$ cat config.mk
export PLATFORM = sky130hd
export DESIGN_NAME = hex_mult_datapath
export DESIGN_NICKNAME = d
export VERILOG_FILES = /design/src/rtl/hex_mult_pkg.sv /design/src/rtl/hex_mult_datapath_digit_pp_gen.sv /design/src/rtl/hex_mult_datapath.sv
export SDC_FILE = /design/constraint.sdc
export NUM_CORES = 1
export LEC_CHECK = 0
export CORE_ASPECT_RATIO = 1.25
export CORE_UTILIZATION = 60
export CTS_CLUSTER_DIAMETER = 120
export DETAILED_ROUTE_END_ITERATION = 7
export PLACE_DENSITY = 0.8
export SLEW_MARGIN = 20
export SYNTH_ARGS = -nofsm -noshare
export SYNTH_HDL_FRONTEND = slang
export SYNTH_HIERARCHICAL = 1
export SYNTH_SLANG_ARGS = --single-unit
$ cat constraint.sdc
create_clock -name clk -period 6 [get_ports clk]
set_input_delay 0.6 -clock clk [delete_from_list [all_inputs] [get_ports clk]]
set_output_delay 0.6 -clock clk [all_outputs]
set_load 0.03 [all_outputs]
$ cat src/rtl/hex_mult_pkg.sv
// Shared widths and control-FSM state encodings for the hex multiplier.
// The FSM and the datapath both import these definitions.
package hex_mult_pkg;

    localparam int OP_W     = 16;
    localparam int DIGIT_W  = 4;
    localparam int N_DIGITS = OP_W / DIGIT_W;
    localparam int PROD_W   = 2 * OP_W;

    typedef enum logic [2:0] {
        IDLE,
        COMPUTE_1,
        COMPUTE_2,
        COMPUTE_3,
        COMPUTE_4,
        COMPUTE_5,
        COMPUTE_6
    } mult_state_e;

endpackage

$ cat src/rtl/hex_mult_datapath_digit_pp_gen.sv
// Combinational partial product for one hex digit of the multiplier,
// shifted to that digit's position within the full product.
module digit_pp_gen #(
    parameter int OP_W    = hex_mult_pkg::OP_W,
    parameter int DIGIT_W = hex_mult_pkg::DIGIT_W,
    parameter int CNT_W   = 3
) (
    input  logic [OP_W-1:0]    a_q,
    input  logic [DIGIT_W-1:0] digit,
    input  logic [CNT_W-1:0]   cnt,
    output logic [2*OP_W-1:0]  pp
);

    localparam int RAW_W  = OP_W + DIGIT_W;
    localparam int PROD_W = 2 * OP_W;

    logic [RAW_W-1:0] raw;

    always_comb begin
        raw = RAW_W'(a_q) * RAW_W'(digit);
        pp  = PROD_W'(raw) << (int'(cnt) * DIGIT_W);
    end

endmodule

$ cat src/rtl/hex_mult_datapath.sv
// Hex multiplier datapath: operand latch, digit counter, one-stage
// partial-product pipeline into the accumulator, and result capture.
module hex_mult_datapath #(
    parameter int OP_W    = hex_mult_pkg::OP_W,
    parameter int DIGIT_W = hex_mult_pkg::DIGIT_W
) (
    input  logic                clk,
    input  logic                rst_n,
    input  logic                enable,
    input  logic                start,
    input  logic [OP_W-1:0]     a,
    input  logic [OP_W-1:0]     b,
    input  logic                mux_en,
    input  logic                adder_en,
    input  logic                done,
    output logic                busy,
    output logic [2*OP_W-1:0]   product,
    output logic                product_valid
);

    localparam int N_DIGITS = OP_W / DIGIT_W;
    localparam int PROD_W   = 2 * OP_W;
    localparam int CNT_W    = $clog2(N_DIGITS + 1);
    localparam logic [CNT_W-1:0] LAST = CNT_W'(N_DIGITS);

    logic [OP_W-1:0]    a_q;
    logic [OP_W-1:0]    b_q;
    logic [CNT_W-1:0]   cnt;
    logic [PROD_W-1:0]  pp;
    logic [PROD_W-1:0]  acc;

    logic [OP_W-1:0]    b_sh;
    logic [DIGIT_W-1:0] digit;
    logic [PROD_W-1:0]  pp_next;
    logic [PROD_W-1:0]  acc_sum;
    logic               step;

    always_comb begin
        b_sh    = b_q >> (int'(cnt) * DIGIT_W);
        digit   = b_sh[DIGIT_W-1:0];
        step    = busy && mux_en && (cnt < LAST);
        // Capture must see the accumulate happening in the same cycle.
        acc_sum = acc + (adder_en ? pp : '0);
    end

    digit_pp_gen #(
        .OP_W    (OP_W),
        .DIGIT_W (DIGIT_W),
        .CNT_W   (CNT_W)
    ) u_pp_gen (
        .a_q   (a_q),
        .digit (digit),
        .cnt   (cnt),
        .pp    (pp_next)
    );

    always_ff @(posedge clk) begin
        if (!rst_n) begin
            a_q           <= '0;
            b_q           <= '0;
            cnt           <= '0;
            pp            <= '0;
            acc           <= '0;
            busy          <= 1'b0;
            product       <= '0;
            product_valid <= 1'b0;
        end else begin
            product_valid <= 1'b0;
            if (start && enable && !busy) begin
                a_q  <= a;
                b_q  <= b;
                cnt  <= '0;
                pp   <= '0;
                acc  <= '0;
                busy <= 1'b1;
            end else if (busy && !enable) begin
                cnt  <= '0;
                pp   <= '0;
                acc  <= '0;
                busy <= 1'b0;
            end else if (busy) begin
                pp <= step ? pp_next : '0;
                if (step)
                    cnt <= cnt + CNT_W'(1);
                if (adder_en)
                    acc <= acc_sum;
                if (done) begin
                    product       <= acc_sum;
                    product_valid <= 1'b1;
                    busy          <= 1'b0;
                end
            end
        end
    end

endmodule

==> impl_metrics.tcl <==
set metrics [dict create \
    status "finished, final reports clean" \
    start_kind "flip-flop" \
    fill_cells 1332 \
    multiInputGateArea_um2 6410 \
    synth_ff_type "dfxtp_1" \
    p_leak_uw 0.00457 \
    final_cell_mix "nand2_1 (230), dfxtp_1 (133), a21oi_1 (106), and2_1 (86), nor2_1 (85)" \
    io_pins 73 \
    r2r_slack_ns 0.60 \
    rows 51 \
    fin_skew_ns 0.00915 \
    powerDensity_nw_per_um2 193 \
    max_freq_mhz 185 \
    finalWirelength_mm 23.0 \
    start_util_pct 61.5 \
    crit-reg2reg-capture "pp[26]" \
    relSlewSlack_pct 30.7 \
    drt_iter0_drc 645 \
    cts_root_buf "clkbuf_16" \
    setup_ws_ns 0.601 \
    worstHoldPathType "reg2reg" \
    cp.arrival_ns 5.68 \
    ir_drop_v 0.000171 \
    overflow 0 \
    cts_tree "done" \
    critPathCapture "pp[26]" \
    r2r_cells 18 \
    syn_avg_cell_area_um2 7.73 \
    synth_nets 1367 \
    grt_antenna_before_repair 0 \
    cts.clk_slew.worst_paths_ns 0.06 \
    path_class "reg2reg" \
    synth_area_um2 9610 \
    die_area_um2 16500 \
    min_path_cells 2 \
    drive_gt1_share_pct 5.60 \
    post_cts_buffers 0 \
    cp-end-kind "flip-flop" \
    r2r_start "cnt[0]" \
    die_w_um 115 \
    drc 0 \
    grt_max_degree 70 \
    max_cap_violations 0 \
    fin_area_um2 11000 \
    ys_ff_latch 133 \
    cts.sinks 133 \
    report.final.setup_viol 0 \
    grt_pass1_vias 8143 \
    utilization_pct 70.3 \
    critPathMaxFanout 16 \
    dr.pass1.iters 5 \
    ys_seq_area_share_pct 27.7 \
    worst_skew_pair.late_latency_ns 0.42 \
    synth.distinct_cells 74 \
    seq_area_um2 2660 \
    fin_tns_setup_ns 0 \
    crit_required_ns 6.28 \
    antenna_left 0 \
    critPathLaunch "cnt[0]" \
    vias_per_cell 5.72 \
    period_share_pct 90.0 \
    port-buffer-count 72 \
    cts_resized 0 \
    synth_edf_count 0 \
    gp_congestion 0.913 \
    dieHeight_um 144 \
    core-area_um2 15600 \
    pre_cts_ws_ns 0.631 \
    htree_levels 4 \
    rsz0062_at_grt "false" \
    clockBufferDepth 2 \
    synth_cells 1243 \
    vias 8574 \
    final_hold_viol_count 0 \
    dpl_cell_area_um2 10400 \
    ctsHoldBuffers 0 \
    period_needed_ns 5.40 \
    antenna_cells 0 \
    drv_slew 0 \
    finalPower_uw 2120 \
    grt_pass1_wl_mm 38.4 \
    dp_hpwl_mm 16.8 \
    worst_pin_slew_ns 1.04 \
    area_growth_pct 14.3 \
    wire_per_inst_um 15.3 \
    grt_util_all_layers_pct 29.3 \
    async_flop_share_pct 0 \
    cts_buffers 17 \
    nets 1397 \
    ys_warn_count 6 \
    final_common_cell "nand2_1" \
]
stage by stage:
| step | instances | hold WS (ns) |
|---|---|---|
| 2_1_floorplan | 1243 | 0.432 |
| 3_3_place_gp | 1466 | 0.440 |
| 3_5_place_dp | 1466 | 0.450 |
| 4_1_cts | 1498 | 0.457 |
| 5_1_grt | 1498 | 0.480 |
| 6_report | 1498 | 0.456 |
worst min path at each step:
stage | start | to | slack, ns
6_report | product[29] | product[29] | 0.46
5_1_grt | product[25] | product[25] | 0.48
4_1_cts | acc[30] | acc[30] | 0.46
3_5_place_dp | acc[30] | acc[30] | 0.45
3_3_place_gp | product[29] | product[29] | 0.44
2_1_floorplan | acc[25] | acc[25] | 0.43
report_power, final:
part,total (µW),switching (µW),internal (µW)
sequential,905,9.91,895
clock,1080,403,675
combinational,140,83.0,57.0
final cells by class:
type / instances / area share, %
clock inverters: 12 / 1.39
repair buffers: 85 / 7.40
clock buffers: 20 / 4.16
multi-input cells: 975 / 58.3
inverters: 61 / 2.08
well taps: 212 / 2.41
flip-flops and latches: 133 / 24.2
registers in the layout, summed over array words and instances (netlist names):
name and cells:
pp 32, cnt 3, acc 32, product_valid 1
a_q 16, product 32, busy 1, b_q 16
synth_stat cells (3+ instances only):
cell type	number	area, µm²
nor2b_1	41	257
nand3_1	21	105
o21bai_1	4	30.0
and2_1	86	538
a31oi_1	12	75.1
o22ai_1	7	43.8
o31ai_1	5	37.5
a211oi_1	9	67.6
nand2b_1	5	31.3
a22o_1	5	43.8
ha_1	56	701
xnor2_1	28	245
inv_1	61	229
nor3_1	7	35.0
and4_1	4	35.0
nand2_1	230	863
nor2_1	87	327
a21oi_1	106	531
mux4_2	4	90.1
mux2i_1	13	130
fa_1	29	581
o21a_1	7	52.6
nand4_1	13	81.3
and3_1	9	56.3
xor2_1	14	123
a21boi_0	56	420
a21o_1	23	173
o211ai_1	6	45.0
clkbuf_1	60	225
mux2_2	4	45.0
o21ai_0	37	185
buf_1	6	22.5
dfxtp_1	133	2660
buf_6	3	33.8
metal layers:
layer	vias up	GRT usage, %	wire (µm)
li1	4286	-	-
met1	4005	34.8	9800
met2	219	51.9	11600
met5	-	0	0
met3	64	4.22	828
met4	0	13.3	712
worst max-delay path, cell delays in order (launching register included):
cell	delay (ns)
dfxtp_1	0.48
mux4_2	0.27
nor2b_1	0.76
nand2_1	0.17
fa_1	0.55
inv_1	0.05
fa_1	0.56
inv_1	0.08
fa_1	0.49
nor2b_4	0.14
o2111ai_1	0.13
a31oi_1	0.31
a311o_2	0.27
a22oi_2	0.10
mux2_1	0.33
o31ai_1	0.23
o21ai_0	0.13
a21oi_1	0.15
nor2_1	0.04
kinds of logic after synthesis:
kind of cell             count (synthesis)  synth area share, %
AND/OR/NAND/NOR                        514                 25.2
multiplexers                            22                 2.88
buffers and inverters                  135                 5.78
flip-flops                             133                 27.7
XOR/XNOR                                42                 3.83
AO/OA/AOI/OAI                          312                 21.3
adder cells (fa/ha/maj)                 85                 13.3
(Power assumes the default switching activity.)
